<file path="config.mk">
export PLATFORM = sky130hd
export DESIGN_NAME = pipeline_ctrl
export DESIGN_NICKNAME = d
export VERILOG_FILES = /design/src/rtl/pipeline_ctrl_pkg.sv /design/src/rtl/pipeline_ctrl_load_use_detect.sv /design/src/rtl/pipeline_ctrl.sv
export SDC_FILE = /design/constraint.sdc
export NUM_CORES = 1
export LEC_CHECK = 0
export ABC_CLOCK_PERIOD_IN_PS = 3400
export CELL_PAD_IN_SITES_DETAIL_PLACEMENT = 2
export CELL_PAD_IN_SITES_GLOBAL_PLACEMENT = 2
export CORE_ASPECT_RATIO = 1.4
export CORE_MARGIN = 8
export CORE_UTILIZATION = 29
export DETAILED_ROUTE_END_ITERATION = 8
export GPL_TIMING_DRIVEN = 0
export PLACE_DENSITY = 0.77
export SLEW_MARGIN = 20
export SYNTH_ARGS = -nofsm -noshare
export SYNTH_HDL_FRONTEND = slang
export SYNTH_SLANG_ARGS = --single-unit
export TNS_END_PERCENT = 30
</file>
<file path="constraint.sdc">
create_clock -name clock -period 3.4 [get_ports clock]
set_input_delay 0.51 -clock clock [delete_from_list [all_inputs] [get_ports clock]]
set_output_delay 0.51 -clock clock [all_outputs]
set_load 0.02 [all_outputs]
</file>
<file path="src/rtl/pipeline_ctrl_pkg.sv">
// Shared constants for the pipeline hazard/sequencing controller:
// stage p_ctrl encodings and the controller FSM state type.
package pipeline_ctrl_pkg;

    // p_ctrl: bit0 = hold (dominates), bit1 = load bubble
    localparam logic [1:0] P_RUN   = 2'b00;
    localparam logic [1:0] P_STALL = 2'b01;
    localparam logic [1:0] P_FLUSH = 2'b10;

    typedef enum logic {
        PC_RUN     = 1'b0,
        PC_MC_BUSY = 1'b1
    } pc_state_t;

endpackage

</file>
<file path="src/rtl/pipeline_ctrl_load_use_detect.sv">
// Load-use hazard detection: the ID instruction reads a register that the
// load currently in EX has not yet produced. x0 never creates a hazard.
module pipeline_ctrl_load_use_detect
    import pipeline_ctrl_pkg::*;
(
    input  logic [4:0] id_rs1,
    input  logic [4:0] id_rs2,
    input  logic       id_uses_rs1,
    input  logic       id_uses_rs2,
    input  logic [4:0] ex_rd,
    input  logic       ex_mem_read,
    output logic       hazard
);

    assign hazard = ex_mem_read && (ex_rd != 5'd0) &&
                    ((id_uses_rs1 && (id_rs1 == ex_rd)) ||
                     (id_uses_rs2 && (id_rs2 == ex_rd)));

endmodule

</file>
<file path="src/rtl/pipeline_ctrl.sv">
// Central hazard/sequencing controller for the 5-stage pipeline.
// Produces the per-stage p_ctrl and PC hold, tracks multi-cycle EX ops and
// keeps stall/redirect performance counters.
//
// state      | meaning
// -----------+------------------------------------------------------------
// PC_RUN     | normal issue; resolves MC start, redirect and load-use
// PC_MC_BUSY | multi-cycle op occupies EX; cnt counts remaining stalls,
//            | cnt==0 is the release cycle
module pipeline_ctrl
    import pipeline_ctrl_pkg::*;
#(
    parameter int MC_LATENCY = 4,
    parameter int CNT_W      = 32
) (
    input  logic             clock,
    input  logic             reset,
    input  logic [4:0]       id_rs1,
    input  logic [4:0]       id_rs2,
    input  logic             id_uses_rs1,
    input  logic             id_uses_rs2,
    input  logic [4:0]       ex_rd,
    input  logic             ex_mem_read,
    input  logic             ex_redirect,
    input  logic             ex_mc_start,
    input  logic             mem_req,
    input  logic             mem_ready,
    output logic             pc_stall,
    output logic [1:0]       if_id_ctrl,
    output logic [1:0]       id_ex_ctrl,
    output logic [1:0]       ex_mem_ctrl,
    output logic [1:0]       mem_wb_ctrl,
    output logic             mc_busy,
    output logic [CNT_W-1:0] stall_count,
    output logic [CNT_W-1:0] flush_count
);

    // cnt only ever holds MC_LATENCY-2 down to 0
    localparam int CW = (MC_LATENCY > 2) ? $clog2(MC_LATENCY - 1) : 1;
    localparam logic [CW-1:0] MC_LOAD = CW'(MC_LATENCY - 2);

    pc_state_t   state, state_nx;
    logic [CW-1:0] cnt, cnt_nx;
    logic        mem_wait;
    logic        load_use;
    logic        flush_hit;

    assign mem_wait = mem_req && !mem_ready;
    assign mc_busy  = (state == PC_MC_BUSY);

    pipeline_ctrl_load_use_detect u_load_use (
        .id_rs1      (id_rs1),
        .id_rs2      (id_rs2),
        .id_uses_rs1 (id_uses_rs1),
        .id_uses_rs2 (id_uses_rs2),
        .ex_rd       (ex_rd),
        .ex_mem_read (ex_mem_read),
        .hazard      (load_use)
    );

    // State and occupancy counter register
    always_ff @(posedge clock or posedge reset) begin
        if (reset) begin
            state <= PC_RUN;
            cnt   <= '0;
        end else begin
            state <= state_nx;
            cnt   <= cnt_nx;
        end
    end

    // Priority mux: reset, then memory wait, then FSM-specific hazards
    always_comb begin
        state_nx    = state;
        cnt_nx      = cnt;
        flush_hit   = 1'b0;
        pc_stall    = 1'b0;
        if_id_ctrl  = P_RUN;
        id_ex_ctrl  = P_RUN;
        ex_mem_ctrl = P_RUN;
        mem_wb_ctrl = P_RUN;
        if (reset) begin
            pc_stall    = 1'b1;
            if_id_ctrl  = P_FLUSH;
            id_ex_ctrl  = P_FLUSH;
            ex_mem_ctrl = P_FLUSH;
            mem_wb_ctrl = P_FLUSH;
        end else if (mem_wait) begin
            pc_stall    = 1'b1;
            if_id_ctrl  = P_STALL;
            id_ex_ctrl  = P_STALL;
            ex_mem_ctrl = P_STALL;
            mem_wb_ctrl = P_FLUSH;
        end else begin
            case (state)
                PC_RUN: begin
                    if (ex_mc_start) begin
                        pc_stall    = 1'b1;
                        if_id_ctrl  = P_STALL;
                        id_ex_ctrl  = P_STALL;
                        ex_mem_ctrl = P_FLUSH;
                        cnt_nx      = MC_LOAD;
                        state_nx    = PC_MC_BUSY;
                    end else if (ex_redirect) begin
                        if_id_ctrl  = P_FLUSH;
                        id_ex_ctrl  = P_FLUSH;
                        flush_hit   = 1'b1;
                    end else if (load_use) begin
                        pc_stall    = 1'b1;
                        if_id_ctrl  = P_STALL;
                        id_ex_ctrl  = P_FLUSH;
                    end
                end
                PC_MC_BUSY: begin
                    if (cnt != '0) begin
                        pc_stall    = 1'b1;
                        if_id_ctrl  = P_STALL;
                        id_ex_ctrl  = P_STALL;
                        ex_mem_ctrl = P_FLUSH;
                        cnt_nx      = cnt - CW'(1);
                    end else begin
                        state_nx    = PC_RUN;
                    end
                end
                default: state_nx = PC_RUN;
            endcase
        end
    end

    // Performance counters; wrap naturally at 2^CNT_W
    always_ff @(posedge clock or posedge reset) begin
        if (reset) begin
            stall_count <= '0;
            flush_count <= '0;
        end else begin
            if (pc_stall) stall_count <= stall_count + CNT_W'(1);
            if (flush_hit) flush_count <= flush_count + CNT_W'(1);
        end
    end

    // A multi-cycle op and a taken redirect cannot share EX
    mc_redirect_excl: assert property (@(posedge clock) disable iff (reset)
        !(ex_mc_start && ex_redirect));

endmodule

</file>
# == After elaboration in Yosys (flattened, before gate mapping) ==
# Index checks and enable logic that the tools add are counted.
# totals
ff_bits,67
latch_bits,0
mem_bits_rw,0
romBits,0
inputBits,24
output_inout_bits,74
word_cells,62
mem_count,0
# op_classes
add_sub_neg,3
multipliers,0
n_div,0
magnitude_cmp,0
eq_ne,4
shift,0
n_mux,37
bitwise_logic,3
n_reduce_logical,11
# ops
op,n
adder 32 x 1 -> 32 bit (second input constant),2
2-to-1 mux 2 bit,17
case mux 2 bit (2 select lines),4
2-to-1 mux 1 bit,14
equality test 5 bit,2
logical AND 1 bit,5
nonzero test 5 bit,1
case mux 1 bit (2 select lines),2
AND reduction 4 bit,1
NOT 1 bit,3
!= test 2 x 1 -> 1 bit (second input constant),1
!= test 2 bit (second input constant),1
AND reduction 2 bit,1
nonzero test 2 bit,1
subtractor 2 x 1 -> 2 bit (second input constant),1
zero test 1 bit,1
logical OR 1 bit,1

# == Depth between registers and ports, before layout ==
# depth
ltp_word,10
ltp_mapped,9
ltp_nobuf,6

# == By module ==
# Synthesis repeated with hierarchy kept, for this count alone.
# unflattened
hier_cells,305
hier_area_um2,3311.9
# modules_own_cells
mod,n_inst,cells_per_inst,area_each_um2,seq_area_each_um2
pipeline_ctrl,1,288,3178.0,1676.6
pipeline_ctrl_load_use_detect,1,17,133.9,0.0

# == Worst setup path after synthesis ==
# Ideal clock, no wire load.
# synth_timing
kind,input to register
startpoint,in reset
endpoint,reg flush_count[24]
setup_time_ps,80
t_arrival_ps,3442
required_time_ps,3320
path_slack_ps,-122
stages,8
n_path_buf,2
path_cell_list,inv_1 and4_1 clkbuf_1 nand4_1 or2_2 clkbuf_1 nor3_1 xor2_1
# synth_between
elab_chain_len,1
# synth_rtl
item,line_no,source
from (decl),pipeline_ctrl.sv:17,"input logic reset,"
2-to-1 mux 1 bit,pipeline_ctrl.sv:82,if (reset) begin
to (signal assigned),pipeline_ctrl.sv:137,if (flush_hit) flush_count <= flush_count + CNT_W'(1);
to (decl),pipeline_ctrl.sv:35,output logic [CNT_W-1:0] flush_count
# No other way between the ends.
# A chain may end at the register's enable or synchronous reset.

# == Worst setup path after layout ==
# layout_timing
startpoint,in ex_rd[0]
endpoint,out pc_stall
# layout_between
elab_chain_len,10
elab_cells_between_ends,14
cone_classes,eq/ne: 2; mux: 6; reduce/logical: 6
# layout_rtl
item,line_no,source
from (decl),pipeline_ctrl.sv:22,"input logic [4:0] ex_rd,"
equality test 5 bit (on tied branches),"pipeline_ctrl_load_use_detect.sv:16, pipeline_ctrl_load_use_detect.sv:17",
logical AND 1 bit (on tied branches),"pipeline_ctrl_load_use_detect.sv:16, pipeline_ctrl_load_use_detect.sv:17",
logical OR 1 bit,pipeline_ctrl_load_use_detect.sv:16,((id_uses_rs1 && (id_rs1 == ex_rd)) ||
logical AND 1 bit *,pipeline_ctrl_load_use_detect.sv:15,assign hazard = ex_mem_read && (ex_rd != 5'd0) &&
2-to-1 mux 1 bit *,pipeline_ctrl.sv:108,end else if (load_use) begin
2-to-1 mux 1 bit *,pipeline_ctrl.sv:104,end else if (ex_redirect) begin
2-to-1 mux 1 bit *,pipeline_ctrl.sv:97,if (ex_mc_start) begin
case mux 1 bit (2 select lines) *,pipeline_ctrl.sv:95,case (state)
2-to-1 mux 1 bit *,pipeline_ctrl.sv:88,end else if (mem_wait) begin
2-to-1 mux 1 bit *,pipeline_ctrl.sv:82,
to (decl),pipeline_ctrl.sv:28,"output logic pc_stall,"
# Every way passes the cells marked *; elsewhere a longest branch is shown, timed or not.

==> reports/summary.txt <==
Outcome = completed
Vias in the first global route = 3,201
Clock skew = 7.85 ps
Hold Vio Cnt, Final = 0
Max Transition Viols Final = 0
Mapped Nets = 345
Initial antenna violation count = 0
Relative slew slack = 0.651
Pwr per Cell Area = 559 nW/um2
Clock net sink count = 67
Wire per inst = 17.9 um
Slowest cell on crit path = or4_4
Dpl ws = -744 ps
Critical path buffers and inverters = 4
Yosys warning total = 0
Setup crit start kind = input pin
Post-synthesis adder-cell area fraction = 0.0115
Most frequent cells in the layout = clkdlybuf4s50_1 (94), dfrtp_1 (67), xor2_1 (37)
Clock Tree Root = clkbuf_16
Gate Count Post-Synth = 318
All-layer global routing usage = 0.142
Die Footprint = 15,000 um2
Layout cells sized above 1 = 0.0874
Largest family of logic cells by synthesized area = simple AND/OR/NAND/NOR gates
CTS tree = yes
Setup crit end kind = output port
Final Setup Violations = 0
DP Wirelength = 7760 um
Die span in y = 142 um
Critical Path RT = 2890 ps
Worst-path maximum fanout = 4
CP peak stage delay = 580 ps
Commonest non-fill, non-tap cell in the layout = clkdlybuf4s50_1
Critical path type = in2out
First-pass GRT wire length = 17,000 um
Largest net degree at the start of global routing = 34
Fin crit period = 3300 ps
CTS buffer count = 9
Mapped cell area = 3270 um2
Critical-path cell list = clkdlybuf4s50_1, or4_4, o21ai_2, nor3_1, a2111oi_4, buf_6, inv_1, dlygate4sd2_1
Synth unique cells = 38
Core ar. = 11,200 um2
Non-filler cells, final = 579
Slew at the pin closest to its max-slew limit = 509 ps
Yosys reg bits = 67
Leakage power = 0.00201 uW
Drc violations = 0
Dpl cells = 560
Drt first pass iters = 4
Post-Synth XOR/XNOR Area = 0.193
Maximum VDD drop = 245 uV
Layout area overhead = 46.4%
DP Area = 4470 um2
Layout Nets = 457
GRT Residual Overflow = 0
Initial DRC count = 46
Ant. Diodes = 0
Post-route clock period utilization = 0.971
Hold_ws = 474 ps
Synth Area in Simple Gates = 0.227
Crit path max-delay family = buffers and inverters
Row cnt = 46
Hold crit path type = reg2reg
Via-to-Cell Ratio = 4.81
Max Root-Sink Buffers = 2
Worst EP arrival = 2790 ps
Vias = 2,783
Chip width = 106 um
Reg clk slew, reported paths = 60 ps
Max Cap Violations = 0
Initial Utilization = 0.293
Placer Congestion = 0.740
Sequential-to-total area share from yosys stat = 0.512
FMAX = 0.303 GHz
PortBufs = 96
Mean area per synthesized cell = 10.3 um2
Final WL = 10,400 um
Mux cell area share after synthesis = 0.00994
Synth Area in Compound Gates = 0.0176
Fin worst setup slack = 97.0 ps
Post-route cell area = 4790 um2
I/O pins = 98
Antenna-violating nets left = 0
H-tree depth = 3
Skew-Pair Late Insertion Delay = 330 ps
## path summary, 6_finish.rpt
| kind | startpoint | to | slack [ps] | depth (start not counted) |
|---|---|---|---|---|
| setup / recovery | ex_rd[0] | pc_stall | 100 | 8 |
| hold / removal | stall_count[31] | stall_count[31] | 470 | 1 |
| setup reg to reg | stall_count[5] | stall_count[31] | 780 | 7 |
| hold reg to reg | stall_count[31] | stall_count[31] | 470 | 1 |
| max in group asynchronous | reset | flush_count[28] | 2390 | 3 |
| min in group asynchronous | reset | stall_count[0] | 480 | 2 |
## stage by stage
| stage | util | power (uW) | TNS, ps |
|---|---|---|---|
| after global routing | 0.429 | 2820 | -33.3 |
| final | 0.429 | 2680 | 0 |
| after detailed placement | 0.400 | 1820 | -1900 |
| after CTS | 0.427 | 2720 | 0 |
| after floorplan | - | 1430 | 0 |
| after global placement | 0.396 | 1780 | -22180 |
## worst register-to-register path: cells and delay by family (launching register included)
kind / cells / cell delay [ps]
buffers and inverters: 1 / 180
and+or+nand+nor: 5 / 1780
DFF: 1 / 450
xor gates and xnor gates: 1 / 160
## state kept, by name, summed over array words and instances, names as in the netlist
name and flops:
mc_busy 1, stall_count 32, flush_count 32, cnt 2
## per-layer routing
layer  global-route usage  up-vias  routed length [um]  part of all wire
met2                0.256       74                5600              0.54
met3               0.0477       10                 673             0.065
met5                    0        -                   0                 0
met4               0.0558        0                 163             0.016
met1                0.148     1404                3950              0.38
li1                     -     1295                   -                 -
## area by class of cell
type                       count  area (um2)
sequential                    67        1680
fill                        1196        6370
tap                          144         180
clock inverter                 7        53.8
multi-input combinational    229        1530
inverter                      12        48.8
buffer                        10        52.6
clock buffer                   9         225
timing repair buffer         101        1030
## what timing repair did
item,CTS,global route
hold buffers,0,0
pin swaps,1,1
setup buffers,1,2
endpoints found under the setup margin,1,1
endpoints found under the hold margin,0,0
gates resized for setup,6,2
## synthesized netlist by cell type
master / count / share of area
a2111oi_2: 1 / 0.0046
a21o_1: 2 / 0.0046
a21oi_1: 1 / 0.0015
a31oi_1: 1 / 0.0019
and2_1: 1 / 0.0019
and3_1: 12 / 0.023
and4_1: 2 / 0.0054
buf_2: 4 / 0.0061
buf_4: 1 / 0.0023
clkbuf_1: 5 / 0.0057
conb_1: 1 / 0.0011
dfrtp_1: 67 / 0.51
ha_1: 3 / 0.011
inv_1: 12 / 0.014
mux2_2: 2 / 0.0069
mux2i_1: 1 / 0.0031
nand2_1: 35 / 0.040
nand2b_1: 2 / 0.0038
nand3_1: 18 / 0.028
nand3b_1: 1 / 0.0023
nand4_1: 11 / 0.021
nand4_2: 1 / 0.0038
nor2_1: 19 / 0.022
nor2b_1: 2 / 0.0038
nor3_1: 19 / 0.029
nor3_2: 2 / 0.0061
nor3b_1: 1 / 0.0023
nor4_1: 8 / 0.015
nor4b_1: 2 / 0.0054
o21ai_0: 2 / 0.0031
o22ai_1: 1 / 0.0019
or2_2: 1 / 0.0019
or3_1: 2 / 0.0038
or3_4: 1 / 0.0034
or4_1: 1 / 0.0023
or4_4: 1 / 0.0034
xnor2_1: 35 / 0.094
xor2_1: 37 / 0.099
## report_power, final
| group | switching, uW | total (uW) | internal (uW) |
|---|---|---|---|
| clock network | 372 | 870 | 498 |
| registers | 138 | 1040 | 904 |
| logic | 416 | 767 | 350 |
## logic make-up (layout without fill, tap and decap cells)
family / Yosys count / count (layout)
and+or+nand+nor: 142 / 142
DFF: 67 / 67
muxes: 3 / 3
adders and majority gates: 3 / 3
AOI/OAI and AO/OA: 8 / 8
other: 1 / 1
xor gates and xnor gates: 72 / 72
buffers and inverters: 22 / 139
Power figures use the tool's default switching activity.
